[config.mk]
export PLATFORM = sky130hd
export DESIGN_NAME = por_reset_sequencer
export DESIGN_NICKNAME = d
export VERILOG_FILES = /design/src/rtl/por_reset_sequencer.sv
export SDC_FILE = /design/constraint.sdc
export NUM_CORES = 1
export LEC_CHECK = 0
export CAP_MARGIN = 10
export CORE_UTILIZATION = 45
export DETAILED_ROUTE_END_ITERATION = 8
export PLACE_DENSITY = 0.66
export SLEW_MARGIN = 20
export SYNTH_ARGS = -nofsm -noshare
export SYNTH_HDL_FRONTEND = slang
export SYNTH_SLANG_ARGS = --single-unit
[constraint.sdc]
create_clock -name CLK_I -period 2.23 [get_ports CLK_I]
set_input_delay 0.669 -clock CLK_I [delete_from_list [all_inputs] [get_ports CLK_I]]
set_output_delay 0.669 -clock CLK_I [all_outputs]
set_load 0.02 [all_outputs]
[src/rtl/por_reset_sequencer.sv]
// Power-on reset sequencer: synchronises and debounces the raw POR flag, then
// releases NUM_CH reset domains in order; also handles software warm reset.
module por_reset_sequencer #(
  parameter int NUM_CH      = 4,
  parameter int SYNC_STAGES = 2,
  parameter int FILT_CYC    = 8,
  parameter int STAGE_DLY   = 16,
  parameter int SW_HOLD_CYC = 32
) (
  input  logic              CLK_I,
  input  logic              RST_I,
  input  logic              POR_N_I,
  input  logic              SW_RST_REQ_I,
  input  logic              CAUSE_CLR_I,
  output logic [NUM_CH-1:0] RST_N_O,
  output logic              READY_O,
  output logic [1:0]        CAUSE_O,
  output logic [2:0]        STATE_O
);
  localparam int FW = (FILT_CYC > 1) ? $clog2(FILT_CYC) : 1;
  localparam int DW = (STAGE_DLY > 1) ? $clog2(STAGE_DLY) : 1;
  localparam int HW = (SW_HOLD_CYC > 1) ? $clog2(SW_HOLD_CYC) : 1;
  localparam int IW = (NUM_CH > 1) ? $clog2(NUM_CH) : 1;

  localparam logic [FW-1:0] FILT_LAST = FW'(FILT_CYC - 1);
  localparam logic [DW-1:0] DLY_LAST  = DW'(STAGE_DLY - 1);
  localparam logic [HW-1:0] HOLD_LAST = HW'(SW_HOLD_CYC - 1);
  localparam logic [IW-1:0] IDX_LAST  = IW'(NUM_CH - 1);

  typedef enum logic [2:0] {
    ASSERT  = 3'd0,
    FILTER  = 3'd1,
    RELEASE = 3'd2,
    RUN     = 3'd3,
    SWHOLD  = 3'd4
  } state_t;

  state_t                 state;
  logic [SYNC_STAGES-1:0] sync;
  logic                   por_s;
  logic [1:0]             cause_set;
  logic [FW-1:0]          fcnt;
  logic [DW-1:0]          dcnt;
  logic [HW-1:0]          hcnt;
  logic [IW-1:0]          idx;
  logic [NUM_CH-1:0]      rst_n;
  logic                   ready;
  logic [1:0]             cause;

  always_ff @(posedge CLK_I or posedge RST_I) begin
    if (RST_I) sync <= '0;
    else       sync <= {sync[SYNC_STAGES-2:0], POR_N_I};
  end

  assign por_s = sync[SYNC_STAGES-1];

  // A power loss outranks a software request raised in the same cycle.
  always_comb begin
    cause_set    = 2'b00;
    cause_set[0] = !por_s && (state inside {RELEASE, RUN, SWHOLD});
    cause_set[1] = por_s && (state == RUN) && SW_RST_REQ_I;
  end

  always_ff @(posedge CLK_I or posedge RST_I) begin
    if (RST_I) begin
      state <= ASSERT;
      rst_n <= '0;
      ready <= 1'b0;
      cause <= 2'b01;
      fcnt  <= '0;
      dcnt  <= '0;
      hcnt  <= '0;
      idx   <= '0;
    end else begin
      cause <= (cause & ~{2{CAUSE_CLR_I}}) | cause_set;
      case (state)
        ASSERT: begin
          rst_n <= '0;
          ready <= 1'b0;
          fcnt  <= '0;
          if (por_s) state <= FILTER;
        end
        FILTER: begin
          if (!por_s) begin
            state <= ASSERT;
            fcnt  <= '0;
          end else if (fcnt == FILT_LAST) begin
            state <= RELEASE;
            fcnt  <= '0;
            dcnt  <= '0;
            idx   <= '0;
          end else begin
            fcnt <= fcnt + 1'b1;
          end
        end
        RELEASE: begin
          if (!por_s) begin
            state <= ASSERT;
            rst_n <= '0;
            ready <= 1'b0;
          end else if (dcnt == DLY_LAST) begin
            dcnt       <= '0;
            rst_n[idx] <= 1'b1;
            if (idx == IDX_LAST) begin
              state <= RUN;
              idx   <= '0;
            end else begin
              idx <= idx + 1'b1;
            end
          end else begin
            dcnt <= dcnt + 1'b1;
          end
        end
        RUN: begin
          if (!por_s) begin
            state <= ASSERT;
            rst_n <= '0;
            ready <= 1'b0;
          end else if (SW_RST_REQ_I) begin
            state <= SWHOLD;
            rst_n <= '0;
            ready <= 1'b0;
            hcnt  <= '0;
          end else begin
            ready <= 1'b1;
          end
        end
        SWHOLD: begin
          if (!por_s) begin
            state <= ASSERT;
          end else if (hcnt == HOLD_LAST) begin
            state <= RELEASE;
            hcnt  <= '0;
            dcnt  <= '0;
            idx   <= '0;
          end else begin
            hcnt <= hcnt + 1'b1;
          end
        end
        default: begin
          state <= ASSERT;
          rst_n <= '0;
          ready <= 1'b0;
        end
      endcase
    end
  end

  assign RST_N_O = rst_n;
  assign READY_O = ready;
  assign CAUSE_O = cause;
  assign STATE_O = state;

endmodule

==> impl.org, run 1 <==
** Outcome
- Outcome :: complete, no violations

** Logic synthesis
- YS warnings :: 0
- The share of synthesized area in the top cell type comes to 46.6%.
- For this run, the register share of the synthesized area comes to 48.6%.
- In the synthesized netlist, the number of instances is 129.
- The mapped netlist covers 1340 sq um.
- Async S/R FF share, synth :: 100%
- Number of distinct library cells after synthesis :: 38
- Top cells by area in the synthesized netlist :: dfrtp_1 47%, ha_1 8.4%, a22o_1 5.2%
- Count of flip-flops with a built-in enable after synthesis :: 0
- The biggest area contributor in the post-synthesis netlist is dfrtp_1.
- Number of storage elements in the synthesis netlist :: 26
- Avg Inst Size Synth :: 10.4 sq um
- For this run, the leading register cell type out of synthesis is dfrtp_1.
- Number of nets produced by synthesis :: 143

** Global routing
- Global Route Usage Sum :: 17.6%
- Final global-route overflow total :: 0
- The first global-routing pass estimated 4.37 mm of wire.
- The number of antenna violations at the first check in global routing came to 0.
- Entering global routing, the biggest net connects 27 pins.
- The number of global-route vias before repair was 996.

** Timing
- Number of failing setup endpoints in the final timing report :: 0
- Hold timing on the final database bottoms out at a slack of 0.392 ns.
- Worst rel slew slack :: 67.8%
- Maximum clock frequency :: 0.463 GHz
- After layout, the worst path uses 96.8% of the clock period.
- Setup repair after global routing left no endpoint under its margin.
- Worst clock skew on the final layout :: 0.00961 ns
- Final count of hold timing violations :: 0
- At the pin with the least slew margin, the transition time is 0.478 ns.
- Final count of pins violating max slew :: 0
- Summed over all failing endpoints, the final setup total negative slack is 0 ns.
- Min Clock Period, post-route :: 2.16 ns

** Floorplanning
- # rows :: 19
- The die is 56.6 um tall.
- The initial utilization of the core area, before any placement, comes to 48.3%.
- I/O pin count :: 15
- The floorplan step defined a core boundary enclosing 2780 sq um.
- Die footprint :: 3210 sq um
- The die is 56.6 um wide.

** Detailed routing
- The count of nets left with antenna violations once routing finished came out at 0.
- Initial DRC count :: 26
- Using the TritonRoute via totals, the vias-per-cell ratio works out to 5.65.
- Detailed routing inserted a total of 1,011 vias.
- Summed over all layers, the routed wires come to 2.52 mm.
- # DRC :: 0
- Routed length per placed instance :: 14.1 um
- Before antenna repair, the detailed router went through 4 iterations.

** Hold path
- The worst hold path was traced through 0 stages.
- Startpoint of the most critical hold path :: sync[0]$_DFF_PP0_
- For hold timing, the worst endpoint is sync[1]$_DFF_PP0_.
- The worst hold path belongs to the class register to register.

** Worst setup path
- Crit path buffers/inverters :: 1
- The critical path goes through clkdlybuf4s50_1.
- Dominant delay contributor by cell family on the critical path :: buffers and inverters
- For the worst flop-to-flop path, the logic depth is 7.
- R2r endpoint :: idx[0]$_DFFE_PP0P_
- Data on the critical path is required at its endpoint by 1.56 ns.
- Setup slack on the worst reg-to-reg path comes out at 0.23 ns.
- Category of the worst setup path capture point :: primary output
- Crit path DAT :: 1.49 ns
- Kind of start point of the critical path :: register
- The worst setup path is of the register to primary output kind.
- Startpoint of the worst-slack reg-to-reg timing path :: hcnt[0]$_DFFE_PP0P_
- Worst-path cell with the longest stage delay :: clkdlybuf4s50_1
- The largest single stage delay on the critical path is 0.66 ns.
- CP max FO :: 9

** Clocking
- CTS saw 26 sinks.
- Clock root cell :: clkbuf_4
- Clock-pin slew was measured on the worst setup and hold paths at 0.14 ns.
- Clock tree from TritonCTS :: yes
- In this run the number of H-tree levels came out at 1.
- Clk_lat worst skew :: 0.32 ns
- Post-CTS Resized :: 0
- After clock tree synthesis, the flow added hold-fix buffers numbering 0.
- After clock tree synthesis, the setup repair step added 0 buffers.
- Longest Clk Path Bufs :: 2
- Clock tree synthesis inserted a total of 3 buffers.

** Placed design
- During placement, the flow inserted port buffers numbering 14.
- RD Place Congestion :: 0.762
- Detailed placement finished with a half-perimeter wire length of 1.85 mm.

** Final layout
- The number of antenna diodes in the final layout is 0.
- Cells with a size suffix above 1 make up 10.8% of the layout.
- Cells fill 56.2% of the core in the end.
- Fill cell instance count of the final layout :: 251
- Top library cells by usage in the layout, fill and taps aside :: 25 x dfrtp_1, 15 x nand2_1, 14 x clkdlybuf4s50_1
- Net count, final :: 163
- The library cell used most frequently in the layout, excluding fill and tap cells, is dfrtp_1.
- Synthesis-to-layout area growth :: 16.5%

** Power and ir drop
- The analysis attributes to cell leakage a power of 0.700 nW.
- Pwr/cell area :: 465 nW/um^2
- VDD sags by at most 0.393 mV.

** Flow run
- Max-capacitance violation count :: 0
[cells in the mapped netlist (3+ instances only)]
| cell | n |
|---|---|
| dfrtp_1 | 25 |
| nand2_1 | 15 |
| ha_1 | 9 |
| nand3_1 | 9 |
| a22o_1 | 8 |
| inv_1 | 8 |
| o21ai_0 | 8 |
| nor2_1 | 5 |
| nor3_1 | 3 |
| nor3b_1 | 3 |
| o21ai_1 | 3 |
[state kept, by name (all words and copies together), names as in the netlist]
signal / cells
CAUSE_O: 2
READY_O: 1
RST_N_O: 4
STATE_O: 3
dcnt: 4
fcnt: 3
hcnt: 5
idx: 2
sync: 2
[power breakdown]
part / internal, mW / total, mW / switching (mW)
Sequential: 0.476 / 0.484 / 0.00755
Clock: 0.0699 / 0.207 / 0.137
Combinational: 0.0158 / 0.0372 / 0.0214
Total: 0.562 / 0.728 / 0.166
[cell families after synthesis]
kind of cell / Yosys count / share of synthesized area [%]
buffers and inverters: 12 / 3.82
muxes: 1 / 0.746
adders and majority gates: 9 / 8.39
DFF: 26 / 48.6
AOI/OAI and AO/OA: 31 / 16.3
and+or+nand+nor: 50 / 22.2
[stage by stage]
stage               cells  setup WS (ns)  power (mW)  cell area, sq um
floorplan             129          0.317       0.512              1340
global placement      175          0.171       0.530              1540
detailed placement    175          0.177       0.531              1540
CTS                   179         0.0441       0.738              1560
global route          179        0.00854       0.752              1560
finish                179         0.0715       0.728              1560
[routing by layer]
layer	global-route usage, %	vias to the layer above	routed length, um
li1	-	502	-
met2	28.4	12	1170
met4	6.27	0	18
met5	0	-	0
met3	2.07	2	57
met1	24.3	495	1280
[final cells by class]
type / instances / area, sq um / area share [%]
sequential: 26 / 652 / 41.7
tap: 31 / 38.8 / 2.48
clock buffer: 4 / 26.3 / 1.68
multi-input combinational: 91 / 639 / 40.9
timing repair buffer: 19 / 178 / 11.4
inverter: 8 / 30.0 / 1.92
[worst max path at each step]
stage / from / endpoint / cells after the start
CTS: STATE_O[0]$_DFFE_PP0P_ / STATE_O[0] / 1
global route: STATE_O[0]$_DFFE_PP0P_ / STATE_O[0] / 1
floorplan: hcnt[0]$_DFFE_PP0P_ / idx[0]$_DFFE_PP0P_ / 7
detailed placement: SW_RST_REQ_I / RST_N_O[1]$_DFFE_PP0P_ / 5
global placement: SW_RST_REQ_I / RST_N_O[2]$_DFFE_PP0P_ / 5
finish: STATE_O[0]$_DFFE_PP0P_ / STATE_O[0] / 1
Power figures use the tool's default switching activity.
==> run 2, diff against run 1 <==
--- a/config.mk
+++ b/config.mk
@@ -8,6 +8,7 @@
 export CAP_MARGIN = 10
 export CORE_UTILIZATION = 45
 export DETAILED_ROUTE_END_ITERATION = 8
+export MAX_ROUTING_LAYER = met4
 export PLACE_DENSITY = 0.66
 export SLEW_MARGIN = 20
 export SYNTH_ARGS = -nofsm -noshare
==> run 2 against run 1 <==
Critical path depth stayed put. Critical endpoint unchanged. Count of clock-buffer cells in the layout unchanged. Total power about the same. Die area did not move. Clock power is essentially flat. Clock skew barely moved. Non-clock buffer count is the same. Sequential cell count unchanged.
==> impl.org, run 2 (synthesis results as in run 1) <==
** Worst setup path
- The worst register-to-register path begins at hcnt[0]$_DFFE_PP0P_.
- The delay of the slowest cell on the worst path was 0.66 ns (about the same).
- Type of the worst setup path :: register to primary output
- The worst register-to-register path ends at idx[0]$_DFFE_PP0P_.
- Critical Path Source :: STATE_O[0]$_DFFE_PP0P_
- Kind of start point of the critical path :: register
- Endpoint of the worst setup timing path :: STATE_O[0]
- Traced cell by cell, the critical path runs through clkdlybuf4s50_1.
- Dominant delay contributor by cell family on the critical path :: buffers and inverters
- Worst R2R Path Depth :: 7 (unchanged)
- The instance count on the critical path is 1 (unchanged).
- Crit path DAT :: 1.50 ns (about the same)
- Category of the worst setup path capture point :: primary output
- Worst R2R Setup Slack :: 0.23 ns (about the same)
- Crit path buffers/inverters :: 1 (unchanged)
- CP max FO :: 9 (unchanged)
- Worst-path cell with the longest stage delay :: clkdlybuf4s50_1
- WP data required :: 1.56 ns (about the same)

** Timing
- The worst-case hold slack is 0.392 ns (+0.0000650 ns).
- Number of failing setup endpoints in the final timing report :: 0 (unchanged)
- The transition time of the tightest slew-check pin was 0.478 ns (-0.000154 ns).
- Worst rel slew slack :: 67.8% (about the same)
- Maximum clock frequency :: 0.462 GHz (-0.30%)
- The post-route clock period utilization is 97.1% (+0.30 points).
- Worst clock skew on the final layout :: 0.00980 ns (+0.000187 ns)
- The worst path setup slack after routing came to 0.0649 ns (-0.00658 ns).
- Setup repair after global routing left no endpoint under its margin.
- The max-slew violation count was 0 (unchanged).
- Min Clock Period, post-route :: 2.17 ns (+0.00658 ns)
- The total negative setup slack came to 0 ns (unchanged).
- Final count of hold timing violations :: 0 (unchanged)

** Floorplanning
- The area of the die was 3210 sq um (unchanged).
- Core footprint :: 2780 sq um (unchanged)
- Die Height :: 56.6 um (unchanged)
- Chip Width :: 56.6 um (unchanged)
- I/O pin count :: 15 (unchanged)
- The initial core utilization was 48.3% (unchanged).
- # rows :: 19 (unchanged)

** Hold path
- Classification of the worst-slack hold path :: register to register

** Placed design
- Count of placed standard cells including taps :: 175 (unchanged)
- HPWL after DPL :: 1.85 mm (unchanged)
- The post-placement cell area came to 1540 sq um (unchanged).
- Worst Setup Slack post-DPL :: 0.177 ns (unchanged)
- Port Buffers :: 14 (unchanged)
- RD Place Congestion :: 0.772 (+1.3%)

** Clocking
- The number of buffers inserted by hold repair at cts was 0 (unchanged).
- Setup Fix Bufs, Post-CTS :: 0 (unchanged)
- Htree depth :: 1 (unchanged)
- The post-cts sizing count came to 0 (unchanged).
- The TritonCTS buffer count is 3 (unchanged).
- The clock net sink count was 26 (unchanged).
- Clock tree from TritonCTS :: yes
- The maximum buffer depth of the clock tree is 2 (unchanged).
- Clk_lat worst skew :: 0.32 ns (about the same)
- CTS clk-pin slew, worst paths :: 0.14 ns (about the same)
- Clock root cell :: clkbuf_4

** Detailed routing
- Initial DRC count :: 24 (-7.7%)
- The average detailed-routed wire length per instance came to 14.1 um (unchanged).
- Via count :: 1,021 (+0.99%)
- Post-route ant nets :: 0 (unchanged)
- Post-detailed-route via-to-cell ratio :: 5.70 (+0.99%)
- Final Routed Wirelength :: 2.52 mm (unchanged)
- 1st-pass router iterations :: 4 (unchanged)
- # DRC :: 0 (unchanged)

** Global routing
- The overall overflow remaining after global route is 0 (unchanged).
- First-pass GRT wire length :: 4.37 mm (unchanged)
- Initial antenna violation count :: 0 (unchanged)
- Global Route Usage Sum :: 18.1% (+0.50 points)
- The number of global-route vias before repair came to 997 (+0.10%).
- Largest net degree at the start of global routing :: 27 (unchanged)

** Final layout
- Ant. Diodes :: 0 (unchanged)
- Most frequent standard cell in the layout excluding fill and tap cells :: dfrtp_1
- The count of fill cells added during filler insertion came to 251 (unchanged).
- The flip-flop count of the largest register after layout was 5 (unchanged).
- The final net count was 163 (unchanged).
- Synthesis-to-layout area growth :: 16.5% (unchanged)
- The area of all placed cells without fillers came to 1560 sq um (unchanged).
- The register with the most flip-flops in the final layout is hcnt.
- Post-layout instance count excluding filler cells :: 179 (unchanged)
- The ratio of cells with drive above 1 in the final layout came to 10.8% (unchanged).
- Utilization after layout :: 56.2% (unchanged)
- The library cells used most frequently in the layout, excluding fill and tap cells, are 25 x dfrtp_1, 15 x nand2_1, 14 x clkdlybuf4s50_1.

** Power and ir drop
- The cell area power density is 465 nW/um^2 (about the same).
- Maximum vdd drop :: 0.393 mV (about the same)
- Overall Power :: 0.728 mW (about the same)
- Static Leakage :: 0.700 nW (unchanged)

** Flow run
- The max-capacitance violation count is 0 (unchanged).

** Outcome
- Outcome :: complete, no violations
run 2: worst min path at each step:
stage,endpoint,start,depth (start not counted)
finish,sync[1]$_DFF_PP0_,sync[0]$_DFF_PP0_,0
global route,sync[1]$_DFF_PP0_,sync[0]$_DFF_PP0_,0
CTS,sync[1]$_DFF_PP0_,sync[0]$_DFF_PP0_,0
detailed placement,sync[1]$_DFF_PP0_,sync[0]$_DFF_PP0_,0
global placement,sync[1]$_DFF_PP0_,sync[0]$_DFF_PP0_,0
floorplan,sync[1]$_DFF_PP0_,sync[0]$_DFF_PP0_,0
run 2: metal layers:
metal | up-vias | share of wire, % | GRT usage, %
met5 | - | 0 | -
met4 | 0 | 0.79 | 6.27
met3 | 2 | 2.6 | 2.07
met2 | 18 | 46 | 28.4
met1 | 499 | 50 | 24.3
li1 | 502 | - | -
run 2: cell type report:
| cell class | instances | area, sq um | share of cell area (%) |
|---|---|---|---|
| Timing Repair Buffer | 19 | 178 | 11.4 |
| Inverter | 8 | 30.0 | 1.92 |
| Multi-Input combinational cell | 91 | 639 | 40.9 |
| Tap cell | 31 | 38.8 | 2.48 |
| Clock buffer | 4 | 26.3 | 1.68 |
| Sequential cell | 26 | 652 | 41.7 |
run 2: report_power, final:
group	internal, mW	switching, mW	total [mW]
Combinational	0.0158	0.0214	0.0372
Clock	0.0699	0.137	0.207
Sequential	0.476	0.00758	0.484
==> run 3, diff against run 2 <==
--- a/config.mk
+++ b/config.mk
@@ -6,10 +6,12 @@
 export NUM_CORES = 1
 export LEC_CHECK = 0
 export CAP_MARGIN = 10
-export CORE_UTILIZATION = 45
+export CELL_PAD_IN_SITES_DETAIL_PLACEMENT = 1
+export CELL_PAD_IN_SITES_GLOBAL_PLACEMENT = 1
+export CORE_UTILIZATION = 43
 export DETAILED_ROUTE_END_ITERATION = 8
 export MAX_ROUTING_LAYER = met4
-export PLACE_DENSITY = 0.66
+export PLACE_DENSITY_LB_ADDON = 0.1
 export SLEW_MARGIN = 20
 export SYNTH_ARGS = -nofsm -noshare
 export SYNTH_HDL_FRONTEND = slang
==> run 3 against run 2 <==
The run now ends with DRC left. Global-route usage increased by 2.7 points. Non-clock buffer count increased by 1. Critical path type unchanged. Sequential power about the same. Final cell count increased by 0.56%. Fmax increased by 0.99%. Total power increased by 1.6%. Highest routed layer unchanged. First-iteration DRC count decreased by 13%. Critical path depth unchanged. Critical endpoint is now CAUSE_O[0]. Via count increased by 1.8%. Sequential share of layout area decreased by 0.53 points. Worst setup slack improved by 0.021 ns.
==> impl.org, run 3 (synthesis results as in run 1) <==
** Final layout
- Fill cell instance count of the final layout :: 325 (+29%)
- Synthesis-to-layout area growth :: 18.0%
- The number of diodes added for antenna fixing came to 0 (unchanged).
- The ratio of cells with drive above 1 in the final layout came to 11.4% (+0.60 points).
- Most frequent standard cell in the layout excluding fill and tap cells :: dfrtp_1
- Post-layout instance count excluding filler cells :: 180 (+0.56%)
- Top library cells by usage in the layout, fill and taps aside :: 25 x dfrtp_1, 15 x nand2_1, 14 x clkdlybuf4s50_1
- The area taken by flip-flops and latches is 652 sq um (unchanged).
- The utilization of the core after routing came to 55.5% (-0.70 points).
- Largest register by flop count :: hcnt
- Net count, final :: 164 (+0.61%)
- Flip-flop count of the largest register, all copies and words added :: 5 (unchanged)
- Final instance area :: 1580 sq um (+1.3%)
- The multi-input gate area in the final layout was 639 sq um (unchanged).

** Timing
- The worst path setup slack after routing was 0.0861 ns (+0.0212 ns).
- Maximum clock frequency :: 0.466 GHz (+0.99%)
- The max-slew violation count was 0 (unchanged).
- Min Clock Period, post-route :: 2.14 ns (-0.0212 ns)
- Setup repair after global routing left no endpoint under its margin.
- Worst rel slew slack :: 62.6% (-5.2 points)
- Number of failing setup endpoints in the final timing report :: 0 (unchanged)
- Final Hold Slack :: 0.367 ns (-0.0257 ns)
- Final setup TNS :: 0 ns (unchanged)
- Final worst path period share :: 96.1% (-0.95 points)
- The clock skew after layout is 0.00971 ns (-0.0000893 ns).
- The transition time of the tightest slew-check pin was 0.556 ns (+0.0776 ns).
- Final count of hold timing violations :: 0 (unchanged)

** Detailed routing
- The final wirelength was 2.87 mm (+14%).
- # DRC :: 1 (+1)
- The number of DRC markers after the initial detailed-route iteration is 21 (-13%).
- The ratio of routed vias to standard cells is 5.77 (+1.2%).
- The via count came to 1,039 (+1.8%).
- The average detailed-routed wire length per instance came to 16.0 um (+13%).
- Post-route ant nets :: 0 (unchanged)
- 1st-pass router iterations :: 6 (+2)

** Global routing
- Final global-route overflow total :: 0 (unchanged)
- The routing usage on met2 was 33.8% (+5.4 points).
- The maximum number of pins on one net before global-route repair came to 18 (-33%).
- The number of global-route vias before repair came to 1,104 (+11%).
- First-pass GRT wire length :: 5.08 mm (+16%)
- The total routing resource utilization after global routing came to 20.7% (+2.7 points).
- Initial antenna violation count :: 0 (unchanged)
- Met3 GRT Util :: 2.23% (+0.16 points)
- The met1 usage in global routing is 26.4% (+2.1 points).
- Most Crowded Layer GR :: met2

** Floorplanning
- The top-level port count is 15 (unchanged).
- Starting Density :: 47.1% (-1.2 points)
- The core footprint was 2850 sq um (+2.6%).
- The number of rows in the core area came to 19 (unchanged).
- Die footprint :: 3350 sq um (+4.5%)
- Chip Width :: 57.9 um (+2.2%)
- Die Height :: 57.9 um (+2.2%)

** Worst setup path
- The count of buffering cells on the critical path with inverters included came to 1 (unchanged).
- STA classifies the critical path startpoint as a register.
- The kind of cell with the highest combined delay along the critical path is buffers and inverters.
- The worst setup path is of the register to primary output kind.
- WP data required :: 1.56 ns (about the same)
- Worst R2R Path Depth :: 7 (unchanged)
- Critical Path Source :: CAUSE_O[0]$_DFF_PP1_
- The instance count on the critical path came to 1 (unchanged).
- Crit path DAT :: 1.47 ns (-0.03 ns)
- Worst-path cell with the longest stage delay :: clkdlybuf4s50_1
- The worst setup path is captured at a primary output.
- R2r endpoint :: idx[0]$_DFFE_PP0P_
- The critical path goes through clkdlybuf4s50_1.
- The largest driver fanout on the critical path came to 2 (-7).
- Startpoint of the worst-slack reg-to-reg timing path :: hcnt[0]$_DFFE_PP0P_
- Peak per-stage delay on the critical path :: 0.60 ns (-0.06 ns)
- Endpoint of the worst setup timing path :: CAUSE_O[0]
- Worst R2R Setup Slack :: 0.18 ns (-0.05 ns)

** Clocking
- Longest Clk Path Bufs :: 2 (unchanged)
- The clock slew seen by the registers of the worst setup and hold paths came to 0.15 ns (about the same).
- Clk_lat worst skew :: 0.33 ns (about the same)
- Post-CTS Resized :: 0 (unchanged)
- TritonCTS built the clock tree.
- Setup Fix Bufs, Post-CTS :: 0 (unchanged)
- Number of hold-repair buffers added at the cts stage :: 0 (unchanged)
- The tree is rooted in a clkbuf_4.
- The maximum level of the CTS H-tree was 1 (unchanged).
- The clock net sink count is 26 (unchanged).
- The TritonCTS buffer count is 3 (unchanged).

** Placed design
- Post-placement cell area :: 1560 sq um (+1.3%)
- Port Buffers :: 14 (unchanged)
- The worst slack at placement is 0.130 ns (-0.0471 ns).
- RD Place Congestion :: 0.796 (+3.2%)
- Count of placed standard cells including taps :: 176 (+0.57%)
- HPWL after DPL :: 2.18 mm (+18%)

** Power and ir drop
- Maximum vdd drop :: 0.335 mV (-15%)
- Overall Power :: 0.739 mW (+1.6%)
- The cell area power density came to 467 nW/um^2 (+0.32%).
- The static leakage power came to 0.709 nW (+1.2%).

** Outcome
- The final reports fail on DRC.
- The run finished, with violations left.

** Hold path
- The tightest min-delay check is of the register to register type.

** Flow run
- The max-capacitance violation count is 0 (unchanged).
run 3: cell count changes in the layout (fill, tap and decap cells not counted):
cell    previous run  this run
buf_12             0         1
run 3: worst min path at each step:
stage | start | to | slack, ns | depth (start not counted)
after global placement | sync[0]$_DFF_PP0_ | sync[1]$_DFF_PP0_ | 0.34 | 0
after floorplan | sync[0]$_DFF_PP0_ | sync[1]$_DFF_PP0_ | 0.33 | 0
after CTS | sync[0]$_DFF_PP0_ | sync[1]$_DFF_PP0_ | 0.37 | 0
after detailed placement | sync[0]$_DFF_PP0_ | sync[1]$_DFF_PP0_ | 0.34 | 0
after global routing | sync[0]$_DFF_PP0_ | sync[1]$_DFF_PP0_ | 0.37 | 0
final | sync[0]$_DFF_PP0_ | sync[1]$_DFF_PP0_ | 0.37 | 0
run 3: where the power goes:
part | internal [mW] | switching [mW]
Clock | 0.0702 | 0.145
Sequential | 0.476 | 0.00562
Combinational | 0.0181 | 0.0247
Total | 0.564 | 0.175
run 3: routing by layer:
| layer | vias to the layer above | share of wire, % |
|---|---|---|
| li1 | 505 | - |
| met1 | 516 | 50 |
| met2 | 14 | 46 |
| met3 | 4 | 2.3 |
| met4 | 0 | 1.5 |
| met5 | - | 0 |
run 3: area by class of cell:
cell class                 count  share of cell area, %
clock buffer                   4                   1.66
sequential                    26                   41.2
multi-input combinational     91                   40.4
inverter                       8                   1.90
timing repair buffer          20                   12.5
tap                           31                   2.45
